**src/rtl/dec_scan_sequencer_if.sv**
```systemverilog
// Row-scan bus between a controller and the decoder driver: scan control in,
// decoder code/enable and scan status out.
interface dec_scan_sequencer_if;
  logic        start;
  logic        stop;
  logic        mode;
  logic [15:0] row_mask;
  logic [3:0]  W;
  logic        EN;
  logic        busy;
  logic        frame_done;

  modport master (
    output start, stop, mode, row_mask,
    input  W, EN, busy, frame_done
  );

  modport slave (
    input  start, stop, mode, row_mask,
    output W, EN, busy, frame_done
  );
endinterface

```
**src/rtl/dec_scan_sequencer.sv**
```systemverilog
// Drives the 4-to-16 decoder: each enabled row gets DWELL cycles of EN high,
// separated by BLANK cycles of EN low, in single-pass or continuous mode.
module dec_scan_sequencer #(
  parameter int DWELL = 4,
  parameter int BLANK = 2
) (
  input  logic                 clk,
  input  logic                 rst_n,
  dec_scan_sequencer_if.slave  bus
);

  localparam int MAXC = (DWELL > BLANK) ? ((DWELL > 2) ? DWELL : 2)
                                        : ((BLANK > 2) ? BLANK : 2);
  localparam int CW = $clog2(MAXC);
  localparam logic [CW-1:0] DWELL_LD = CW'(DWELL - 1);
  localparam logic [CW-1:0] BLANK_LD = CW'((BLANK > 0) ? BLANK - 1 : 0);

  typedef enum logic [1:0] {S_IDLE, S_ON, S_BLANK} state_t;

  state_t         state_reg, state_next;
  logic [CW-1:0]  cnt_reg, cnt_next;
  logic [3:0]     w_reg, w_next;
  logic [3:0]     pend_reg, pend_next;
  logic           en_reg, en_next;
  logic           busy_reg, busy_next;
  logic           fd_reg, fd_next;
  logic [15:0]    mask_reg, mask_next;
  logic           mode_reg, mode_next;
  logic [15:0]    above;

  function automatic logic [3:0] lowest_idx(input logic [15:0] m);
    lowest_idx = '0;
    for (int i = 15; i >= 0; i--) begin
      if (m[i]) lowest_idx = 4'(i);
    end
  endfunction

  // Enabled rows strictly after the row currently on the decoder
  genvar gi;
  for (gi = 0; gi < 16; gi++) begin : g_above
    assign above[gi] = mask_reg[gi] && (4'(gi) > w_reg);
  end

  always_ff @(posedge clk or negedge rst_n) begin
    if (!rst_n) begin
      state_reg <= S_IDLE;
      cnt_reg   <= '0;
      w_reg     <= '0;
      pend_reg  <= '0;
      en_reg    <= 1'b0;
      busy_reg  <= 1'b0;
      fd_reg    <= 1'b0;
      mask_reg  <= '0;
      mode_reg  <= 1'b0;
    end else begin
      state_reg <= state_next;
      cnt_reg   <= cnt_next;
      w_reg     <= w_next;
      pend_reg  <= pend_next;
      en_reg    <= en_next;
      busy_reg  <= busy_next;
      fd_reg    <= fd_next;
      mask_reg  <= mask_next;
      mode_reg  <= mode_next;
    end
  end

  always_comb begin
    state_next = state_reg;
    cnt_next   = cnt_reg;
    w_next     = w_reg;
    pend_next  = pend_reg;
    en_next    = en_reg;
    busy_next  = busy_reg;
    fd_next    = 1'b0;
    mask_next  = mask_reg;
    mode_next  = mode_reg;
    case (state_reg)
      S_IDLE: begin
        en_next   = 1'b0;
        busy_next = 1'b0;
        if (bus.start && !bus.stop && bus.row_mask != '0) begin
          mask_next  = bus.row_mask;
          mode_next  = bus.mode;
          w_next     = lowest_idx(bus.row_mask);
          en_next    = 1'b1;
          busy_next  = 1'b1;
          cnt_next   = DWELL_LD;
          state_next = S_ON;
        end
      end
      S_ON: begin
        if (bus.stop) begin
          state_next = S_IDLE;
          en_next    = 1'b0;
          busy_next  = 1'b0;
        end else if (cnt_reg != '0) begin
          cnt_next = cnt_reg - 1'b1;
        end else if (above != '0) begin
          if (BLANK > 0) begin
            state_next = S_BLANK;
            en_next    = 1'b0;
            cnt_next   = BLANK_LD;
            pend_next  = lowest_idx(above);
          end else begin
            w_next   = lowest_idx(above);
            cnt_next = DWELL_LD;
          end
        end else begin
          // Frame end: continuous mode picks up the live mask for the next frame
          fd_next = 1'b1;
          if (!mode_reg) mask_next = bus.row_mask;
          if (mode_reg || bus.row_mask == '0) begin
            state_next = S_IDLE;
            en_next    = 1'b0;
            busy_next  = 1'b0;
          end else if (BLANK > 0) begin
            state_next = S_BLANK;
            en_next    = 1'b0;
            cnt_next   = BLANK_LD;
            pend_next  = lowest_idx(bus.row_mask);
          end else begin
            w_next   = lowest_idx(bus.row_mask);
            cnt_next = DWELL_LD;
          end
        end
      end
      S_BLANK: begin
        if (bus.stop) begin
          state_next = S_IDLE;
          en_next    = 1'b0;
          busy_next  = 1'b0;
        end else if (cnt_reg != '0) begin
          cnt_next = cnt_reg - 1'b1;
        end else begin
          w_next     = pend_reg;
          en_next    = 1'b1;
          cnt_next   = DWELL_LD;
          state_next = S_ON;
        end
      end
      default: begin
        state_next = S_IDLE;
        en_next    = 1'b0;
        busy_next  = 1'b0;
      end
    endcase
  end

  assign bus.W          = w_reg;
  assign bus.EN         = en_reg;
  assign bus.busy       = busy_reg;
  assign bus.frame_done = fd_reg;

endmodule

```
**src/flat_wrapper.sv**
```systemverilog
// flat-port wrapper written by rule: the top's interface ports become plain ports
module dec_scan_sequencer_flat 
#(
  parameter int DWELL = 4,
  parameter int BLANK = 2
)
  (clk, rst_n, bus_start, bus_stop, bus_mode, bus_row_mask, bus_W, bus_EN, bus_busy, bus_frame_done);
  dec_scan_sequencer_if bus_i ();
  input  logic clk;
  input  logic rst_n;
  input wire logic [$bits(bus_i.start)-1:0] bus_start;
  input wire logic [$bits(bus_i.stop)-1:0] bus_stop;
  input wire logic [$bits(bus_i.mode)-1:0] bus_mode;
  input wire logic [$bits(bus_i.row_mask)-1:0] bus_row_mask;
  output wire logic [$bits(bus_i.W)-1:0] bus_W;
  output wire logic [$bits(bus_i.EN)-1:0] bus_EN;
  output wire logic [$bits(bus_i.busy)-1:0] bus_busy;
  output wire logic [$bits(bus_i.frame_done)-1:0] bus_frame_done;
  assign bus_i.start = bus_start;
  assign bus_i.stop = bus_stop;
  assign bus_i.mode = bus_mode;
  assign bus_i.row_mask = bus_row_mask;
  assign bus_W = bus_i.W;
  assign bus_EN = bus_i.EN;
  assign bus_busy = bus_i.busy;
  assign bus_frame_done = bus_i.frame_done;
  dec_scan_sequencer #(.DWELL(DWELL), .BLANK(BLANK)) u_core (.clk(clk), .rst_n(rst_n), .bus(bus_i));
endmodule
```
**config.mk**
```make
export PLATFORM = sky130hd
export DESIGN_NAME = dec_scan_sequencer_flat
export DESIGN_NICKNAME = d
export VERILOG_FILES = /design/src/rtl/dec_scan_sequencer_if.sv /design/src/rtl/dec_scan_sequencer.sv /design/src/flat_wrapper.sv
export SDC_FILE = /design/constraint.sdc
export NUM_CORES = 1
export LEC_CHECK = 0
export BUFFER_PORTS_ARGS = -buffer_cell sky130_fd_sc_hd__buf_4
export CORE_UTILIZATION = 45
export DETAILED_ROUTE_END_ITERATION = 8
export GPL_TIMING_DRIVEN = 0
export PLACE_DENSITY = 0.65
export SLEW_MARGIN = 25
export SYNTH_ARGS = -nofsm -noshare
export SYNTH_HDL_FRONTEND = slang
export SYNTH_SLANG_ARGS = --single-unit
```
**constraint.sdc**
```tcl
create_clock -name clk -period 2.4 [get_ports clk]
set_clock_uncertainty 0.15 [all_clocks]
set_input_delay 0.36 -clock clk [delete_from_list [all_inputs] [get_ports clk]]
set_output_delay 0.36 -clock clk [all_outputs]
set_load 0.01 [all_outputs]
```
## After elaboration in Yosys (flattened, before gate mapping)

Cells that the tools add are included.

- Bits in registers: 32
- Bits of input ports: 21
- Logic and storage cells: 156

- Order comparisons: 16
- Equal/unequal tests: 16
- Bitwise gates (word level): 2
- Reduce and logical (&&, ||, !) cells: 36
- Add/subtract/negate cells: 1
- Mux-type cells: 76

Operator list:

| cell | count |
|---|---|
| $mux W4 | 37 |
| $mux W16 | 5 |
| $gt A4 B4 Y1 const A | 8 |
| $pmux W16 S2 | 1 |
| $reduce_bool A16 Y1 | 2 |
| $mux W2 | 14 |
| $logic_and A1 B1 Y1 | 18 |
| $gt A3 B4 Y1 const A | 4 |
| $logic_not A16 Y1 | 1 |
| $mux W1 | 14 |
| $ne A2 B2 Y1 const B | 7 |
| $pmux W2 S3 | 2 |
| $reduce_and A4 Y1 | 3 |
| $ne A3 B3 Y1 const B | 3 |
| $gt A1 B4 Y1 const A | 2 |
| $gt A2 B4 Y1 const A | 2 |
| $pmux W4 S2 | 1 |
| $pmux W1 S3 | 2 |
| $reduce_and A6 Y1 | 1 |
| $reduce_bool A2 Y1 | 3 |
| $reduce_and A5 Y1 | 1 |
| $ne A2 B1 Y1 const B | 2 |
| $ne A4 B3 Y1 const B | 1 |
| $reduce_and A2 Y1 | 2 |
| other kinds (10) | 11 |

## Logic depth before layout (Yosys ltp)

- Word-level depth: 19
- Depth in mapped cells: 8

## Worst setup path after synthesis

Ideal clock, no wire load.

- Path type: register to register
- Start point: register u_core.w_reg[0], in the netlist u_core.bus.W[0]
- End point: register u_core.mask_reg[10]
- Arrival: 2.248 ns
- Buffers on the path: 2
- Setup slack: -0.123 ns
- Clock period less this slack: 2.523 ns
- Required time: 2.125 ns
- Stages on the path, launching flop included: 9
- Cells stage by stage: dfrtp_1 -> buf_6 -> nor3_1 -> and3_4 -> nor4_4 -> a32oi_2 -> a211oi_4 -> buf_8 -> mux2_4

- Word-level cells in the longest chain between the ends: 5

RTL lines:

| what | line | source |
|---|---|---|
| start, declared | dec_scan_sequencer.sv:22 | `logic [3:0] w_reg, w_next;` |
| start signal, assigned | dec_scan_sequencer.sv:58 | `w_reg <= w_next;` |
| $gt A1 B4 Y1, or another cell as far along | dec_scan_sequencer.sv:41 | `assign above[gi] = mask_reg[gi] && (4'(gi) > w_reg);` |
| $logic_and A1 B1 Y1 | dec_scan_sequencer.sv:41 |  |
| $reduce_bool A16 Y1 * | dec_scan_sequencer.sv:99 | `end else if (above != '0) begin` |
| $ne A2 B2 Y1 (no source line) * | n/a |  |
| $reduce_and A6 Y1 (no source line) * | n/a |  |
| end signal, assigned | dec_scan_sequencer.sv:63 | `mask_reg <= mask_next;` |
| end, declared | dec_scan_sequencer.sv:27 | `logic [15:0] mask_reg, mask_next;` |

Every way passes the cells marked *; elsewhere a longest branch is shown, timed or not.
A chain may end at the register's enable or synchronous reset.

## Final worst setup path

- Start point: register u_core.mask_reg[9]
- End point: register u_core.mask_reg[13]

- Word-level cells in the longest chain between the ends: 4

RTL lines:

| what | line |
|---|---|
| $logic_and A1 B1 Y1 | dec_scan_sequencer.sv:41 |
| $reduce_bool A16 Y1 | dec_scan_sequencer.sv:99 |
| $ne A2 B2 Y1 (no source line) | n/a |
| $reduce_and A6 Y1 (no source line) | n/a |

No other way between the ends.

==> results.md <==
- Most common cell after layout, fill and taps aside: buf_4
- Reg2reg start: u_core.mask_reg[9]
- Setup TNS: 0 ns
- Hold Crit Class: in2reg
- Initial DRC count: roughly 130
- Max-Cap Viols: 0
- R2r setup slk: 0.004 ns
- Yosys warning count: 0
- Vias per std cell: 5.91
- IO Port Bufs: 27
- Starting Density: 48.3%
- Cts bufs inserted: 5
- Post-synth EDFFs: 0
- CP Launch Point: u_core.mask_reg[9]
- Period utilization: 99.8%
- LEAKAGE: about 1.3 nW
- P_int: between 2 and 2.5 mW
- Max reg flops: 15
- Crit path launch type: register
- Status: finished clean
- Grt ovf: 0
- # nets final: 310
- PD cells: between 1000 and 1500 nW/µm²
- Rows: 24
- R2R depth: 7
- CP peak stage delay: 0.45 ns
- CP arrival: 2.42 ns
- Sequential share of power: 28.1%
- CP required: 2.42 ns
- Total number of vias: 1,987
- Max_slew headroom: between 50% and 60%
- Syn_nets: 252
- # DRC: 0
- Final Hold Viols: 0
- Setup Crit Path Kind: reg2reg
- Clk slew on worst S/H paths: approximately 0.060 ns
- Reg-to-Reg End: u_core.mask_reg[13]
- CTS H-tree depth: 2
- Total inserted antenna cells: 0
- Area grow syn2layout: 33.4%
- Peak supply drop: 0.740 mV
- Fraction of registers with async set or reset after synthesis: 100%
- Max Clock Freq: 417 MHz
- Crit path max-delay family: compound AO/OA/AOI/OAI gates
- Setup crit end kind: register
- Number of routed nets with antenna violations: 0
- Post-DP HPWL: 3920 µm
- Net switching power: 1.55 mW
- CP Capture Point: u_core.mask_reg[13]
- Vias in the first global route: 1,856
- Final min period: approximately 2.4 ns
- Clock Power Share: 11.9%
- Die height: 71.6 µm
- Root Driver: clkbuf_8
- DR WL/cell: about 17 µm
- CTS Buffer Depth: 2
- DP Cell Count: 304
- Sw Ratio: 40.1%
- Bufs and invs on worst path: 1
- TritonCTS clock tree: built
- Tot GR Track Use: 24.1%
- Die area: 5120 µm²
- Critical-path cell list: o21ba_1 -> a21o_1 -> and4bb_2 -> a32oi_2 -> a211oi_4 -> buf_6 -> mux2_4
- Synth Instances: 225
- Gate power share: between 60% and 70%
- Initial antenna violation count: 0
- Register area share after synthesis: a little over a third
- Crit path max-delay cell type: dfrtp_2
- Max-slew violations: 0
- First-pass GRT wire length: 9410 µm
- Post-Syn Area: 2180 µm²
- Final setup fails: 0
- Worst Tran Pin Value: between 0.6 and 0.7 ns
- Final non-filler cell total: 336
- I/O pin count: 28
- Share of layout cells above drive strength 1: 41.2%
- Most frequent cells in the layout: buf_4 (46), dfrtp_1 (25), inv_1 (19), mux2_4 (18), nor2_1 (16)
- Synth Flop Type: dfrtp_1
- Avg Cell Area, Syn: between 9 and 10 µm²
- Levels on crit path: 7
- #FFs+latches synth: 31
- Clk_lat worst skew: 0.29 ns
- Core ar.: between 4000 and 5000 µm²
- First-pass detailed-route iteration total: 4
- Count of different cell masters after synthesis: 57
- Die W: 71.6 µm
- Pin count of the biggest net entering global routing: 32
- Crit-path max FO: 5
- GP Congestion: 0.834
- Clk sinks: 31
- Aggregate routed wire length: 5830 µm
- RSZ-0062 raised after global routing: yes
what timing repair did:
| action | in CTS | in global routing |
|---|---|---|
| pin swaps | 4 | 11 |
| hold buffers | 1 | 0 |
| endpoints found under the setup margin | 22 | 20 |
| gates cloned | 1 | 0 |
| hold endpoints to repair | 31 | 0 |
| buffers inserted | 17 | 7 |
| resized for setup | 16 | 26 |
power by group through the flow:
| stage | Combinational (mW) | Sequential [mW] | Clock (mW) |
|---|---|---|---|
| finish | 2.31 | 1.08 | 0.459 |
| global route | 2.49 | 1.12 | 0.485 |
| CTS | 2.12 | 1.05 | 0.464 |
| detailed placement | 1.78 | 1.06 | 0 |
| global placement | 1.76 | 1.06 | 0 |
| floorplan | 1.43 | 0.979 | 0 |
worst register-to-register path, delay by kind of cell, from the launching register on:
kind	cells	cell delay (ns)
compound gates	4	0.82
flops	1	0.45
simple gates	1	0.36
mux	1	0.31
buf+inv	1	0.20
cell type report:
class	count	area (µm²)
Sequential cell	31	783
Tap cell	52	65.1
Buffer	5	48.8
Clock buffer	8	100
Fill cell	380	1600
Timing Repair Buffer	52	412
Multi-Input combinational cell	168	1420
Inverter	20	75.1
cells in the mapped netlist (2+ instances only):
cell | count | area [µm²]
a41o_1 | 2 | 20.0
nor2_1 | 16 | 60.1
nand3_1 | 4 | 20.0
nor4_1 | 4 | 25.0
buf_2 | 2 | 10.0
a21o_1 | 3 | 22.5
mux2i_1 | 2 | 20.0
a221oi_1 | 2 | 17.5
nand2b_1 | 9 | 56.3
a22oi_1 | 2 | 15.0
nor3_1 | 3 | 15.0
o31a_1 | 2 | 17.5
a21oi_1 | 14 | 70.1
o21bai_1 | 2 | 15.0
o31ai_1 | 3 | 22.5
a211oi_1 | 5 | 37.5
nand2_1 | 17 | 63.8
dfrtp_1 | 31 | 776
mux2_4 | 10 | 150
inv_1 | 19 | 71.3
o22ai_1 | 4 | 25.0
mux2_2 | 13 | 146
o2bb2ai_1 | 3 | 26.3
ha_1 | 6 | 75.1
a41oi_1 | 3 | 26.3
o21ai_0 | 13 | 65.1
worst min-delay path by stage:
| stage | from | end | cells after the start |
|---|---|---|---|
| 2_1_floorplan | rst_n | u_core.bus.EN | 0 |
| 3_3_place_gp | rst_n | u_core.mask_reg[14] | 1 |
| 3_5_place_dp | rst_n | u_core.mask_reg[15] | 1 |
| 4_1_cts | bus_mode | u_core.mode_reg | 2 |
| 5_1_grt | bus_mode | u_core.mode_reg | 2 |
| 6_report | bus_mode | u_core.mode_reg | 2 |
per-stage QoR:
stage / cell area [µm²] / power (mW) / setup slack [ns] / util [%] / hold WS, ns
final: 2910 / 3.85 / 0.00369 / 64.5 / 0.156
after global routing: 2910 / 4.09 / -0.0842 / 64.5 / 0.167
after CTS: 2800 / 3.63 / -0.0515 / 62.1 / 0.152
after detailed placement: 2460 / 2.84 / -0.245 / 54.7 / 0.171
after global placement: 2460 / 2.82 / -0.225 / 54.7 / 0.167
after floorplan: 2200 / 2.40 / 0.0124 / - / -0.0856
cells by family after synthesis:
| logic type | count (synthesis) | share of synthesized area, % |
|---|---|---|
| AOI/OAI and AO/OA | 73 | 24.9 |
| adders and majority gates | 6 | 3.45 |
| buffers and inverters | 26 | 5.63 |
| DFF | 31 | 35.6 |
| muxes | 25 | 14.5 |
| and+or+nand+nor | 64 | 15.9 |
per-layer routing:
metal | wire, µm | part of all wire (%) | up-vias | GRT usage, %
li1 | - | - | 954 | -
met1 | 2790 | 48 | 973 | 34.4
met2 | 2680 | 46 | 52 | 35.8
met3 | 257 | 4.4 | 8 | 4.92
met4 | 108 | 1.9 | 0 | 10.0
met5 | 0 | 0 | - | 0
(Power assumes the default switching activity.)
